## config.mk

```make
export PLATFORM = sky130hd
export DESIGN_NAME = branch_predict_ctrl
export DESIGN_NICKNAME = d
export VERILOG_FILES = /design/src/rtl/branch_predict_ctrl.sv
export SDC_FILE = /design/constraint.sdc
export NUM_CORES = 1
export LEC_CHECK = 0
export BUFFER_PORTS_ARGS = -buffer_cell sky130_fd_sc_hd__clkbuf_2
export CORE_UTILIZATION = 46
export DETAILED_ROUTE_END_ITERATION = 7
export HOLD_SLACK_MARGIN = 0.05
export MAX_ROUTING_LAYER = met4
export PLACE_DENSITY = 0.75
export SYNTH_ARGS = -nofsm -noshare
export SYNTH_HDL_FRONTEND = slang
export SYNTH_SLANG_ARGS = --single-unit
```

## constraint.sdc

```tcl
create_clock -name clk -period 3.24 [get_ports clk]
set_clock_uncertainty 0.05 [all_clocks]
set_input_delay 0.972 -clock clk [delete_from_list [all_inputs] [get_ports clk]]
set_output_delay 0.972 -clock clk [all_outputs]
set_load 0.02 [all_outputs]
```

## src/rtl/branch_predict_ctrl.sv

```systemverilog
// 2-bit saturating-counter branch predictor with ID-stage redirect and EX-stage mispredict recovery.
// Optional resolved/mispredict counters are built when BRPRED_STATS_EN is defined.
module branch_predict_ctrl #(
  parameter int IDX_W  = 4,
  parameter int ADDR_W = 32
) (
  input  logic              clk,
  input  logic              rst,
  input  logic              iBranch_D,
  input  logic [ADDR_W-1:0] iPC_D,
  input  logic [ADDR_W-1:0] iTarget_D,
  input  logic              iStall_D,
  input  logic              iFlush_DE,
  input  logic              iTaken_E,
  output logic [1:0]        oBranch_predict,
  output logic              oRedirect,
  output logic [ADDR_W-1:0] oRedirectPC,
  output logic [31:0]       oBrCount,
  output logic [31:0]       oMissCount
);
  localparam int DEPTH = 1 << IDX_W;

  logic [1:0]        pht [DEPTH];
  logic [IDX_W-1:0]  idx_D;
  logic              pred_D;
  logic              mispredict;

  logic              valid_E;
  logic              pred_E;
  logic [IDX_W-1:0]  idx_E;
  logic [ADDR_W-1:0] target_E;
  logic [ADDR_W-1:0] fall_E;

  assign idx_D      = iPC_D[IDX_W+1:2];
  assign pred_D     = iBranch_D & ~iStall_D & pht[idx_D][1];
  assign mispredict = valid_E & (pred_E != iTaken_E);

  // EX recovery outranks the ID prediction: the ID instruction is wrong-path then.
  always_comb begin
    oBranch_predict = 2'b00;
    oRedirect       = 1'b0;
    oRedirectPC     = '0;
    if (!rst) begin
      oBranch_predict = {mispredict, pred_D & ~mispredict};
      oRedirect       = mispredict | pred_D;
      if (mispredict)
        oRedirectPC = iTaken_E ? target_E : fall_E;
      else if (pred_D)
        oRedirectPC = iTarget_D;
    end
  end

  always_ff @(posedge clk) begin
    if (rst) begin
      valid_E  <= 1'b0;
      pred_E   <= 1'b0;
      idx_E    <= '0;
      target_E <= '0;
      fall_E   <= '0;
    end else begin
      valid_E  <= iBranch_D & ~iStall_D & ~iFlush_DE & ~mispredict;
      pred_E   <= pred_D;
      idx_E    <= idx_D;
      target_E <= iTarget_D;
      fall_E   <= iPC_D + ADDR_W'(4);
    end
  end

  // Training on every resolved branch; a same-cycle ID lookup sees the old value.
  always_ff @(posedge clk) begin
    if (rst) begin
      for (int i = 0; i < DEPTH; i++) pht[i] <= 2'd1;
    end else if (valid_E) begin
      if (iTaken_E && pht[idx_E] != 2'd3)
        pht[idx_E] <= pht[idx_E] + 2'd1;
      else if (!iTaken_E && pht[idx_E] != 2'd0)
        pht[idx_E] <= pht[idx_E] - 2'd1;
    end
  end

`ifdef BRPRED_STATS_EN
  logic [31:0] br_cnt;
  logic [31:0] miss_cnt;

  always_ff @(posedge clk) begin
    if (rst) begin
      br_cnt   <= '0;
      miss_cnt <= '0;
    end else begin
      if (valid_E)    br_cnt   <= br_cnt + 32'd1;
      if (mispredict) miss_cnt <= miss_cnt + 32'd1;
    end
  end

  assign oBrCount   = br_cnt;
  assign oMissCount = miss_cnt;
`else
  assign oBrCount   = '0;
  assign oMissCount = '0;
`endif

endmodule

```

Word level (Yosys, flattened, before mapping)
Memories as Yosys holds them, arrays and structs flattened. A register that Yosys moved wholly into a read port is not among the register bits.
Cells that the tools add are included.
{"block": "totals", "ff_bits": 70, "ramBits": 32, "in_bits": 70, "output_inout_bits": 99, "elab_cells": 49, "mem_count": 1}
{"block": "classes", "n_addsub": 3, "n_eq_ne": 2, "muxes": 22, "bitwise_logic": 11, "reduce_logical": 5}
{"name": "pht", "depth": 16, "width": 2, "rd": 2, "rd_ports_with_merged_regs": 1, "write_ports": 16, "line_no": "23", "text": "logic [1:0] pht [DEPTH];"}
{"op": "32-bit 2-to-1 mux", "count": 4}
{"op": "32-bit by 3-bit adder with 32-bit output (second input constant)", "count": 1}
{"op": "1-bit 2-to-1 mux", "count": 13}
{"op": "4-bit 2-to-1 mux", "count": 2}
{"op": "1-bit AND", "count": 6}
{"op": "2-bit 2-to-1 mux", "count": 3}
{"op": "1-bit inverter", "count": 3}
{"op": "2-bit by 1-bit adder with 2-bit output (second input constant)", "count": 1}
{"op": "1-bit logical AND", "count": 2}
{"op": "2-bit != test (second input constant)", "count": 1}
{"op": "1-bit OR", "count": 2}
{"op": "2-bit nonzero test", "count": 1}
{"op": "2-bit OR reduction", "count": 1}
{"op": "2-bit by 1-bit subtractor with 2-bit output (second input constant)", "count": 1}
{"op": "1-bit logical NOT", "count": 1}
{"op": "1-bit != test", "count": 1}

Longest topological paths before layout
{"block": "depth", "word_depth": 10, "ltp_mapped": 8, "depth_no_buf": 5}

Worst setup path after synthesis
No wires, ideal clock.
{"block": "synth_timing", "kind": "input to output", "start": "input iPC_D[2]", "end": "output oRedirectPC[0]", "arrival_time_ns": 2.678, "required_time_ns": 2.218, "setup_slack_ns": -0.460, "cell_stages": 7, "n_path_buf": 2, "cell_sequence": "buf_6 > mux4_1 > mux2i_1 > mux2_2 > or2_1 > buf_6 > o32ai_1"}
{"block": "synth_between", "elab_chain_cells": 5}
{"item": "from (decl)", "line_no": "10", "text": "input logic [ADDR_W-1:0] iPC_D,"}
{"item": "memory 16 x 2 bit"}
{"item": "1-bit AND", "line_no": "35", "text": "assign pred_D = iBranch_D & ~iStall_D & pht[idx_D][1];"}
{"item": "32-bit 2-to-1 mux", "line_no": "48", "text": "else if (pred_D)"}
{"item": "32-bit 2-to-1 mux", "line_no": "46", "text": "if (mispredict)"}
{"item": "32-bit 2-to-1 mux", "line_no": "43", "text": "if (!rst) begin"}
{"item": "to (decl)", "line_no": "17", "text": "output logic [ADDR_W-1:0] oRedirectPC,"}
Every way passes these cells.

Worst setup path in the final report
{"block": "layout_timing", "start": "input iPC_D[2]", "end": "output oRedirectPC[14]"}
The elaborated chain is that of the path after synthesis.

==> qor.yml <==
route:
  remaining_drc_errors: 0
  drtIter0Drc: 274
  vias_per_cell: 5.198
  wl_um: 13570
  vias: 4408
  wl_per_cell_um: 16.00
  firstDrtPassIters: 6
  ant_nets: 0
power_and_ir_drop:
  ir_drop_mv: 0.2436
  p_leak_uw: 0.003045
  powerDensity_nw_per_um2: 405.0
  p_total_uw: 3027
critical_path:
  cp_top_family: "multiplexers"
  path_max_fanout: 7
  cpPeakStageDelay_ns: 0.33
  crit_buf_inv: 3
  cp_slowest_cell: "or2_4"
  critical_path.cell_chain: "clkbuf_16, mux4_2, mux2i_1, mux2_4, or2_4, buf_16, o32ai_4, clkbuf_8"
  critical_path_class: "in2out"
  end_kind: "primary output"
  required_ns: 2.22
  crit_arrival_ns: 2.70
  reg2reg_slack_ns: 0.40
  startpoint_type: "input pin"
placement:
  dp_cells: 829
  dp_hpwl_um: 9759
  io_buffers: 104
  globalplace.congestion: 0.8165
synth:
  ys.flop_type: "dfxtp_1"
  synthXorXnorAreaFrac_pct: 3.568
  ys_warn_count: 0
  synth_top_family_by_area: "simple AND/OR/NAND/NOR gates"
  synth_edf_count: 32
  syn_area_um2: 5891
  synthMuxAreaShare_pct: 12.81
  yosys_register_bits: 102
  synth-async-reset-ratio_pct: 0
  avgSynthCellArea_um2: 10.33
  synth_cell_types: 56
  synth_adder_area_share_pct: 0.2124
  syn_inst: 570
  synth-simple-area-share_pct: 15.65
  ys_seq_area_share_pct: 40.10
  synth-compound-area-share_pct: 13.00
status:
  outcome: "finished with violations"
  failed_checks: "setup timing"
sta:
  slew_headroom_pct: 56.80
  finalSetupViolations: 34
  finalCriticalPeriod_ns: 3.721
  rsz0062_at_grt: "true"
  tightest_slew_ns: 0.6467
  fmax_ghz: 0.2687
  holdWs_ns: 0.6423
  fin_crit_sh_pct: 114.9
  finalMaxSlewViolations: 0
  hold_viol_final: 0
  worst_slack_ns: -0.4812
clocking:
  cts_buffer_depth: 2
  post_cts_buffers: 0
  cts.reportedPaths.clkPinSlew_ns: 0.06
  cts_hold_buf: 0
  clock-sinks: 102
  htree_levels: 3
  clockRootBuffer: "clkbuf_16"
  cts_tree: "yes"
  cts_made_buffers: 9
  insertion_delay_ns: 0.34
grt:
  grt_pass1_vias: 4320
  grt_max_degree: 78
  grt_usage_pct: 21.22
  gr-total-overflow: 0
  antenna_found_initial: 0
  grt_first_pass_wirelength_um: 21110
cells_and_area:
  fill_cells: 928
  finalNonFillerCells: 848
  area_growth_pct: 26.87
  nets: 746
  antenna_cells: 0
  final_util_pct: 60.95
  final_cell_mix: "nor2_1, dfxtp_1, clkbuf_2"
  drive_gt1_share_pct: 30.88
floorplanning:
  row_count: 40
  coreArea_um2: 12260
  die_h_um: 115.2
  start_util_pct: 48.04
  io_pins: 169
  fp.dieW_um: 115.2
  fp.dieArea_um2: 13260
min_path:
  hold_class: "reg2reg"
job:
  drv_cap: 0
[cells in the mapped netlist, types with 4 or more instances]
cell type / count / area, um2
dfxtp_1: 70 / 1401
nor4_1: 4 / 25.02
buf_2: 6 / 30.03
and4_1: 4 / 35.03
o21ai_0: 4 / 20.02
mux2i_1: 35 / 350.3
o32ai_2: 30 / 488.0
edfxtp_1: 32 / 960.9
and3_1: 10 / 62.56
xnor2_1: 16 / 140.1
a41o_1: 4 / 40.04
mux4_2: 4 / 90.09
a21oi_1: 4 / 20.02
mux4_1: 8 / 210.2
xor2_1: 8 / 70.07
or3_1: 4 / 25.02
nor3b_1: 4 / 30.03
a31o_1: 10 / 87.58
mux2_2: 4 / 45.04
nor3_1: 10 / 50.05
nand3_1: 15 / 75.07
buf_4: 65 / 488.0
nand2_1: 29 / 108.9
buf_6: 4 / 45.04
nor2_1: 70 / 262.8
clkbuf_1: 24 / 90.09
inv_1: 36 / 135.1
nor2b_1: 16 / 100.1
[path summary, 6_finish.rpt]
| kind | startpoint | end | cells after the start |
|---|---|---|---|
| min | valid_E$_SDFF_PP0_ | valid_E$_SDFF_PP0_ | 3 |
| max reg2reg | idx_E[1]$_SDFF_PP0_ | pht[14][0]$_SDFFCE_PN1P_ | 5 |
| min reg2reg | valid_E$_SDFF_PP0_ | valid_E$_SDFF_PP0_ | 3 |
| max | iPC_D[2] | oRedirectPC[14] | 8 |
[power breakdown]
| part | switching (uW) | internal, uW | total, uW | leakage, uW |
|---|---|---|---|---|
| sequential | 29.9 | 1370 | 1400 | 0.000860 |
| clock | 472 | 644 | 1120 | 0.000160 |
| combinational | 308 | 204 | 512 | 0.00202 |
| total | 810 | 2220 | 3030 | 0.00304 |
[flip-flops by register name (all words and copies together) (netlist names)]
| name | cells |
|---|---|
| fall_E | 32 |
| idx_E | 4 |
| pht | 32 |
| pred_E | 1 |
| target_E | 32 |
| valid_E | 1 |
[logic make-up (layout without fill, tap and decap cells)]
group / after synthesis / count (layout)
other: 1 / 64
and+or+nand+nor: 182 / 182
DFF: 102 / 102
muxes: 55 / 55
buffers and inverters: 141 / 188
xor gates and xnor gates: 24 / 24
AOI/OAI and AO/OA: 64 / 64
adders and majority gates: 1 / 1
[worst min-delay path: stages (launching register included)]
cell     delay, ns
dfxtp_1       0.34
a21o_1        0.14
buf_4         0.13
nor3_1        0.04
[cell type report]
| type | count | area [um2] | area share [%] |
|---|---|---|---|
| Clock buffer | 9 | 225.2 | 3.014 |
| Clock inverter | 7 | 85.08 | 1.138 |
| Inverter | 36 | 135.1 | 1.808 |
| Multi-Input combinational cell | 390 | 3271 | 43.76 |
| Sequential cell | 102 | 2362 | 31.61 |
| Tap cell | 168 | 210.2 | 2.813 |
| Timing Repair Buffer | 136 | 1185 | 15.85 |
[metal layers]
metal | share of wire, % | GRT usage, %
met1 | 39 | 23.92
met2 | 53 | 38.47
met3 | 6.1 | 2.741
met4 | 1.9 | 7.359
met5 | 0 | -
[what timing repair did]
item,in CTS,in global routing
pin swaps,2,0
endpoints found under the setup margin,34,34
resized for setup,69,5
cloned,2,1
[stage by stage]
step | setup TNS [ns] | worst slack (ns) | area, um2
after CTS | -14.74 | -0.4710 | 7443
after detailed placement | -15.89 | -0.5006 | 6783
after global routing | -16.90 | -0.5395 | 7473
after floorplan | -10.55 | -0.3374 | 6484
final | -14.91 | -0.4812 | 7473
after global placement | -14.48 | -0.4506 | 6783
(Power assumes the default switching activity.)
